===== config.mk =====
export PLATFORM = sky130hd
export DESIGN_NAME = img_buf_arbiter
export DESIGN_NICKNAME = d
export VERILOG_FILES = /design/src/rtl/img_buf_arbiter.sv
export SDC_FILE = /design/constraint.sdc
export NUM_CORES = 1
export LEC_CHECK = 0
export BUFFER_PORTS_ARGS = -buffer_cell sky130_fd_sc_hd__buf_4
export CAP_MARGIN = 25
export CORE_AREA = 8 8 112 114
export CTS_CLUSTER_DIAMETER = 120
export CTS_CLUSTER_SIZE = 14
export DETAILED_ROUTE_END_ITERATION = 12
export DIE_AREA = 0 0 120 122
export PLACE_DENSITY_LB_ADDON = 0.25
export SLEW_MARGIN = 40
export SYNTH_ARGS = -nofsm -noshare
export SYNTH_HDL_FRONTEND = slang
export SYNTH_SLANG_ARGS = --single-unit

===== constraint.sdc =====
create_clock -name clk -period 3.35 [get_ports clk]
set_clock_uncertainty 0.15 [all_clocks]
set_input_delay 0.335 -clock clk [delete_from_list [all_inputs] [get_ports clk]]
set_output_delay 0.335 -clock clk [all_outputs]
set_load 0.05 [all_outputs]

===== src/rtl/img_buf_arbiter.sv =====
// Single-port image buffer arbiter: the CPU wins combinationally, M0/M1 share idle cycles round-robin.
// Define ARB_STATS_EN to add the m0_wait_cnt/m1_wait_cnt saturating wait counters.
module img_buf_arbiter #(
  parameter int          AW        = 12,
  parameter logic [31:0] BASE_ADDR = 32'h0000_4000
) (
  input  logic          clk,
  input  logic          rst_n,
  input  logic [31:0]   cpu_addr,
  input  logic          cpu_re,
  input  logic          cpu_we,
  input  logic [31:0]   cpu_wdata,
  output logic [31:0]   cpu_rdata,
  output logic          cpu_rvalid,
  input  logic          m0_req,
  input  logic          m0_we,
  input  logic [AW-1:0] m0_addr,
  input  logic [31:0]   m0_wdata,
  output logic          m0_gnt,
  output logic          m0_rvalid,
  input  logic          m1_req,
  input  logic          m1_we,
  input  logic [AW-1:0] m1_addr,
  input  logic [31:0]   m1_wdata,
  output logic          m1_gnt,
  output logic          m1_rvalid,
  output logic [31:0]   m_rdata,
  output logic [AW-1:0] buf_addr,
  output logic          buf_re,
  output logic          buf_we,
  output logic [31:0]   buf_wdata,
  input  logic [31:0]   buf_rdata
`ifdef ARB_STATS_EN
  ,
  output logic [15:0]   m0_wait_cnt,
  output logic [15:0]   m1_wait_cnt
`endif
);

  typedef enum logic [1:0] {OWN_NONE, OWN_CPU, OWN_M0, OWN_M1} owner_t;

  localparam logic [31:0] NO_DATA = 32'h0000_DEAD;

  owner_t rd_owner;
  logic   rr_ptr;
  logic   cpu_hit;
  logic   gnt0;
  logic   gnt1;

  // Qualifying with rst_n keeps every enable and grant low while reset is held.
  assign cpu_hit = rst_n && (cpu_re || cpu_we) && (cpu_addr[31:AW] == BASE_ADDR[31:AW]);
  assign gnt0    = rst_n && !cpu_hit && m0_req && (!m1_req || (rr_ptr == 1'b0));
  assign gnt1    = rst_n && !cpu_hit && m1_req && (!m0_req || (rr_ptr == 1'b1));
  assign m0_gnt  = gnt0;
  assign m1_gnt  = gnt1;

  always_comb begin
    buf_addr  = '0;
    buf_re    = 1'b0;
    buf_we    = 1'b0;
    buf_wdata = '0;
    if (cpu_hit) begin
      buf_addr  = cpu_addr[AW-1:0];
      buf_we    = cpu_we;
      buf_re    = cpu_re && !cpu_we;
      buf_wdata = cpu_wdata;
    end else if (gnt0) begin
      buf_addr  = m0_addr;
      buf_we    = m0_we;
      buf_re    = !m0_we;
      buf_wdata = m0_wdata;
    end else if (gnt1) begin
      buf_addr  = m1_addr;
      buf_we    = m1_we;
      buf_re    = !m1_we;
      buf_wdata = m1_wdata;
    end
  end

  always_ff @(posedge clk or negedge rst_n) begin
    if (!rst_n) begin
      rr_ptr   <= 1'b0;
      rd_owner <= OWN_NONE;
    end else begin
      if (gnt0) begin
        rr_ptr <= 1'b1;
      end else if (gnt1) begin
        rr_ptr <= 1'b0;
      end
      if (cpu_hit) begin
        rd_owner <= (cpu_re && !cpu_we) ? OWN_CPU : OWN_NONE;
      end else if (gnt0 && !m0_we) begin
        rd_owner <= OWN_M0;
      end else if (gnt1 && !m1_we) begin
        rd_owner <= OWN_M1;
      end else begin
        rd_owner <= OWN_NONE;
      end
    end
  end

  assign cpu_rvalid = (rd_owner == OWN_CPU);
  assign m0_rvalid  = (rd_owner == OWN_M0);
  assign m1_rvalid  = (rd_owner == OWN_M1);
  assign cpu_rdata  = cpu_rvalid ? buf_rdata : NO_DATA;
  assign m_rdata    = (m0_rvalid || m1_rvalid) ? buf_rdata : 32'h0;

`ifdef ARB_STATS_EN
  always_ff @(posedge clk or negedge rst_n) begin
    if (!rst_n) begin
      m0_wait_cnt <= 16'h0;
      m1_wait_cnt <= 16'h0;
    end else begin
      if (m0_req && !gnt0 && (m0_wait_cnt != 16'hFFFF)) begin
        m0_wait_cnt <= m0_wait_cnt + 16'd1;
      end
      if (m1_req && !gnt1 && (m1_wait_cnt != 16'hFFFF)) begin
        m1_wait_cnt <= m1_wait_cnt + 16'd1;
      end
    end
  end
`endif

endmodule


==> qor.yml, run 1 <==
run_status: "completed"
port_buffers: 306
irDropWorstVdd_uv: 107
netlist-cell-type-count: 25
r2r_end: "rd_owner[1]$_DFF_PN0_"
r2r_setup_slack_ns: 1.69
n_fill_cell: 1088
worst_slew_margin_rel_pct: 65.4
clock_latency_on_the_worst_skew_pair_ns: 0.21
global_route.overflow_total: 0
chipHeight_um: 122
flow.area_growth_from_synthesis_pct: 147
clock_sinks: 3
final-hold-violation-count: 0
synth.top_cells.by_area: "mux2_2 (27%), a22o_1 (23%), and2_1 (20%), dfrtp_1 (4.5%), nand2b_1 (4.5%)"
wl_per_cell_um: 17.7
drt_iter0_markers: 91
cts_buffers: 3
placedInstanceArea_mm2: 0.00411
worst_hold_path_type: "primary input to flop"
total_die_area_mm2: 0.0146
whs_path_depth: 3
data_required_time_at_the_worst_endpoint_ns: 2.86
floorplan.core_area_mm2: 0.0107
synthesis.area_mm2: 0.00169
io_pins: 307
achievable-frequency_mhz: 336
die_width_um: 120
wire_length_of_the_first_global_routing_pass_um: 16800
cts_post_setup_buffers_inserted: 0
grt_util_all_layers_pct: 14.1
total_leakage_power_nw: 2.23
finalNonFillerCells: 643
post_cts_hold_buffer_count: 1
crit_type: "primary input to output pin"
final_nets: 696
num_vias: 2774
synth_largest_area_cell: "mux2_2"
period_share_pct: 88.9
critPathArrivalTime_ns: 2.49
syn_inst: 208
htreeDepth: 1
whs_endpoint: "rd_owner[0]$_DFF_PN0_"
detailedRoute.firstPassIterationCount: 4
maxCapViolations: 0
placementRows: 38
portion_of_the_post_synthesis_area_used_by_sequential_elements_pct: 4.45
cellPowerDensity_mw_per_mm2: 214
grt_start_max_net_pins: 52
setup_viol_count_final: 0
finalPower_mw: 0.889
detailedPlacementHpwl_um: 9780
ys_seq_elements: 3
hold_path.startpoint: "cpu_re"
final_antenna_net_count: 0
cts_tree: "yes"
clock-root-buffer: "clkbuf_8"
cts.path.max_buffers: 2
tightestPinTransition_ns: 0.518
syn-num-nets: 400
end_kind: "output pin"
synth_top_area_share_pct: 27.4
finalCoreUtilization_pct: 38.9
slew_violations: 0
tns_ns: 0
fin_area_mm2: 0.00416
reg2regPathDepth: 5
startpoint_type: "primary input"
timing.critical_path.fanout_max: 51
layout_min_cycle_time_ns: 2.98
floorplan.initialDensity_pct: 15.8
routed_wirelength_um: 11400
path_clk_slew_ns: 0.03
dp.cells: 638
via_count_of_the_first_global_routing_pass: 3031
ys_warn_count: 0
final_layout_size_suffix_gt1_share_pct: 71.2
global_placement_routability_congestion: 0.860
rsz0062_at_grt: "no"
diodes: 0
via_per_inst: 4.31
synth_area_per_cell_um2: 8.10
antenna_violations_before_repair: 0
post_cts_resize_count: 0
drcViolationCount: 0
worst_r2r_startpoint: "rr_ptr$_DFFE_PN0P_"
-- critical path, cell delays in order --
cell and delay (ns):
dlygate4sd3_1 0.53, buf_4 0.15, nor3b_1 0.20, nand4_1 0.22, nor2_4 0.18, buf_12 0.28
mux2_2 0.37, buf_4 0.19
-- placed cells by master (no fill, tap or decap), types with 2 or more instances in the layout --
master    netlist  layout
nand2b_1       12      12
mux2_2         41      41
buf_4           0     310
inv_1           3       3
nor2b_1         4       4
nor4_1          3       3
mux2_1          4       4
a21oi_4         0       2
and2_1         54      54
a22o_1         45      45
nand2_1         3       3
dfrtp_1         3       3
clkbuf_8        0       3
nor2_1          2       2
mux2i_1         2       2
-- cell usage after synthesis --
library cell  count
mux2_2           41
a22oi_1           1
dfrtp_1           3
nor2_4            1
buf_2             5
a22o_1           45
nor4_1            3
a21oi_1           2
inv_1             3
buf_6             5
mux2i_1           2
nand2b_1         12
nor2b_1           4
a2bb2oi_1         1
nor4b_1           1
nand3_1           1
nor2_1            2
o211ai_1          1
and2_1           54
nand4_1           1
nor3b_1           1
clkbuf_1         11
nand2_1           3
o21bai_1          1
mux2_1            4
-- through the flow --
stage	hold slack [ns]	worst slack [ns]
2_1_floorplan	-0.111	0.824
5_1_grt	0.264	0.290
3_3_place_gp	-0.00442	0.866
6_report	0.259	0.371
4_1_cts	0.256	0.346
3_5_place_dp	-0.00241	0.793
-- cell type report --
cell class	count	area (um2)	share of cell area, %
multi-input combinational	181	1500	36.0
sequential	3	75.1	1.80
tap	140	175	4.21
inverter	3	11.3	0.271
clock buffer	4	45.0	1.08
timing repair buffer	312	2360	56.6
-- layer usage --
| metal | GRT usage (%) | share of wire (%) | vias to the layer above |
|---|---|---|---|
| met5 | 0 | 0 | - |
| met4 | 1.87 | 0.52 | 0 |
| met3 | 7.31 | 13 | 6 |
| met2 | 28.2 | 54 | 180 |
| met1 | 12.5 | 32 | 1236 |
| li1 | - | - | 1352 |
-- where the power goes --
part	switching, mW	leakage, nW	total (mW)	internal (mW)
logic	0.419	2.17	0.740	0.321
clock network	0.0235	0.0228	0.105	0.0811
registers	0.00390	0.0379	0.0442	0.0403
-- kinds of logic (layout without fill, tap and decap cells) --
group | count (synthesis) | after routing | synth area share (%)
AOI/OAI and AO/OA | 51 | 51 | 25.8
buffers and inverters | 24 | 319 | 7.94
DFF | 3 | 3 | 4.45
muxes | 47 | 47 | 31.3
and+or+nand+nor | 83 | 83 | 30.5
-- how the worst max path moves through the flow --
| stage | start | to | slack, ns | cells after the start |
|---|---|---|---|---|
| final | rst_n | buf_addr[5] | 0.37 | 8 |
| after global routing | rst_n | buf_we | 0.29 | 8 |
| after CTS | rst_n | buf_addr[5] | 0.35 | 8 |
| after detailed placement | cpu_addr[27] | buf_addr[5] | 0.79 | 7 |
| after global placement | cpu_addr[27] | buf_addr[10] | 0.87 | 7 |
| after floorplan | cpu_addr[13] | buf_re | 0.82 | 5 |
-- state kept, by name, indices dropped and copies added, names as in the netlist --
name and flops:
rd_owner 2, rr_ptr 1
Note: power is estimated with default switching activity, not from simulation.
==> run 2, diff against run 1 <==
--- a/config.mk
+++ b/config.mk
@@ -5,14 +5,16 @@
 export SDC_FILE = /design/constraint.sdc
 export NUM_CORES = 1
 export LEC_CHECK = 0
+export ABC_CLOCK_PERIOD_IN_PS = 3350
 export BUFFER_PORTS_ARGS = -buffer_cell sky130_fd_sc_hd__buf_4
 export CAP_MARGIN = 25
-export CORE_AREA = 8 8 112 114
+export CORE_AREA = 2 2 119 121
 export CTS_CLUSTER_DIAMETER = 120
 export CTS_CLUSTER_SIZE = 14
 export DETAILED_ROUTE_END_ITERATION = 12
-export DIE_AREA = 0 0 120 122
+export DIE_AREA = 0 0 121 123
 export PLACE_DENSITY_LB_ADDON = 0.25
+export SETUP_SLACK_MARGIN = 0.5
 export SLEW_MARGIN = 40
 export SYNTH_ARGS = -nofsm -noshare
 export SYNTH_HDL_FRONTEND = slang
==> qor.yml, run 2 (synthesized netlist as in run 1, its figures left out) <==
irDropWorstVdd_uv: 96.6  # was 107 uV
timing.critical_path.fanout_max: 51  # unchanged
via_per_inst: 4.02  # was 4.31
data_required_time_at_the_worst_endpoint_ns: 2.86  # about the same
final_layout_size_suffix_gt1_share_pct: 71.2  # unchanged
r2r_setup_slack_ns: 1.71  # was 1.69 ns
clock_latency_on_the_worst_skew_pair_ns: 0.22  # was 0.21 ns
end_kind: "output pin"  # unchanged
chipHeight_um: 123  # was 122 um
num_vias: 2747  # was 2774
critPathArrivalTime_ns: 2.06  # was 2.49 ns
cellPowerDensity_mw_per_mm2: 229  # was 214 mW/mm2
cts_buffers: 3  # unchanged
post_cts_resize_count: 0  # unchanged
mostFrequentLayoutCell: "buf_4"  # unchanged
run_status: "completed"  # unchanged
drcViolationCount: 0  # unchanged
wl_per_cell_um: 14.5  # was 17.7 um
tns_ns: 0  # unchanged
cts_tree: "yes"  # unchanged
registers.top_by_ff_count: "rd_owner"  # unchanged
achievable-frequency_mhz: 393  # was 336 MHz
sw_ratio_pct: 46.7  # was 50.2%
cts.path.max_buffers: 2  # unchanged
maxCapViolations: 0  # unchanged
netsw_mw: 0.456  # was 0.446 mW
routed_wirelength_um: 9920  # was 11400 um
tightestPinTransition_ns: 0.537  # was 0.518 ns
clock-root-buffer: "clkbuf_16"  # was clkbuf_8
final_nets: 696  # unchanged
n_fill_cell: 1478  # was 1088
port_buffers: 306  # unchanged
cts_post_setup_buffers_inserted: 0  # unchanged
floorplan.core_area_mm2: 0.0136  # was 0.0107 mm2
dp_slack_ns: 0.758  # was 0.793 ns
total_leakage_power_nw: 2.25  # was 2.23 nW
drt_iter0_markers: 44  # was 91
die_width_um: 121  # was 120 um
slew_violations: 0  # unchanged
global_placement_routability_congestion: 0.760  # was 0.860
startpoint_type: "primary input"  # unchanged
pwr-share-comb_pct: 76.1  # was 83.3%
final-hold-violation-count: 0  # unchanged
period_share_pct: 76.0  # was 88.9%
total_die_area_mm2: 0.0149  # was 0.0146 mm2
power_frac_clock_pct: 19.4  # was 11.8%
worst_hold_path_type: "primary input to flop"  # unchanged
diodes: 0  # unchanged
final_antenna_net_count: 0  # unchanged
final_cell_mix: "buf_4 (309), and2_1 (54), a22o_1 (45)"  # was buf_4 (310), and2_1 (54), a22o_1 (45)
path_clk_slew_ns: 0.03  # about the same
cell_internal_pwr_mw: 0.521  # was 0.443 mW
floorplan.initialDensity_pct: 12.4  # was 15.8%
grt_util_all_layers_pct: 12.0  # was 14.1%
pwr-share-seq_pct: 4.5  # was 5.0%
worst_slew_margin_rel_pct: 64.1  # was 65.4%
crit_type: "primary input to output pin"  # unchanged
setup_viol_count_final: 0  # unchanged
detailedRoute.firstPassIterationCount: 4  # unchanged
detailedPlacementHpwl_um: 8510  # was 9780 um
wire_length_of_the_first_global_routing_pass_um: 14100  # was 16800 um
placementRows: 43  # was 38
antenna_violations_before_repair: 0  # unchanged
grt_start_max_net_pins: 52  # unchanged
global_route.overflow_total: 0  # unchanged
flow.area_growth_from_synthesis_pct: 153  # was 147%
largest_registers: "rd_owner: 2 flops, rr_ptr: 1 flops"  # unchanged
rsz0062_at_grt: "no"  # unchanged
layout_min_cycle_time_ns: 2.55  # was 2.98 ns
post-route-worst-setup-slack_ns: 0.803  # was 0.371 ns
io_pins: 307  # unchanged
via_count_of_the_first_global_routing_pass: 2765  # was 3031
post_cts_hold_buffer_count: 1  # unchanged
clock_sinks: 3  # unchanged
htreeDepth: 1  # unchanged
largest_register_ffs: 2  # unchanged
## run 2: cell types whose count changed in the layout (fill, tap and decap cells not counted)
| cell | delta |
|---|---|
| clkbuf_8 | -3 |
| buf_12 | +1 |
| buf_4 | -1 |
| clkbuf_16 | +3 |
## run 2: per-layer routing
metal | global-route usage [%] | vias up | share of wire, % | wire [um]
li1 | - | 1350 | - | -
met5 | 0 | - | 0 | 0
met4 | 1.74 | 0 | 0.39 | 39
met3 | 3.46 | 2 | 11 | 1100
met1 | 12.2 | 1211 | 34 | 3390
met2 | 24.3 | 184 | 54 | 5390
## run 2: worst max-delay path, stage by stage
cell and delay, ns:
buf_4 0.11, nor4b_1 0.34, o211ai_1 0.24, nor2_4 0.15
buf_12 0.28, mux2_2 0.39, buf_4 0.19
## run 2: worst paths after layout
kind,startpoint,to,cells after the start
max,cpu_addr[15],buf_wdata[17],7
min,m1_we,rd_owner[0]$_DFF_PN0_,4
max reg2reg,rr_ptr$_DFFE_PN0P_,rd_owner[1]$_DFF_PN0_,5
min reg2reg,rr_ptr$_DFFE_PN0P_,rr_ptr$_DFFE_PN0P_,2
max in group asynchronous,rst_n,rd_owner[1]$_DFF_PN0_,2
min in group asynchronous,rst_n,rr_ptr$_DFFE_PN0P_,2
## run 2: final cells by class
cell class	instances	area, um2	share of cell area, %
Clock buffer	4	78.8	1.85
Inverter	3	11.3	0.264
Multi-Input combinational cell	181	1500	35.2
Sequential cell	3	75.1	1.76
Tap cell	180	225	5.29
Timing Repair Buffer	312	2370	55.6
## run 2: power groups by stage
stage          logic, mW  clock network, mW  registers (mW)
2_1_floorplan      0.418                  0          0.0434
3_3_place_gp       0.747                  0          0.0444
3_5_place_dp       0.751                  0          0.0443
4_1_cts            0.754              0.193          0.0442
5_1_grt            0.785              0.198          0.0447
6_report           0.744              0.190          0.0442
## run 2: per-stage QoR
| step | cells | instance area [um2] | power (mW) | hold WS [ns] | util, % |
|---|---|---|---|---|---|
| floorplan | 208 | 1690 | 0.461 | -0.111 | - |
| global placement | 678 | 4170 | 0.791 | -0.00635 | 30.6 |
| detailed placement | 678 | 4170 | 0.795 | -0.00575 | 30.6 |
| CTS | 683 | 4260 | 0.991 | 0.290 | 31.3 |
| global route | 683 | 4260 | 1.03 | 0.295 | 31.3 |
| finish | 683 | 4260 | 0.977 | 0.284 | 31.3 |
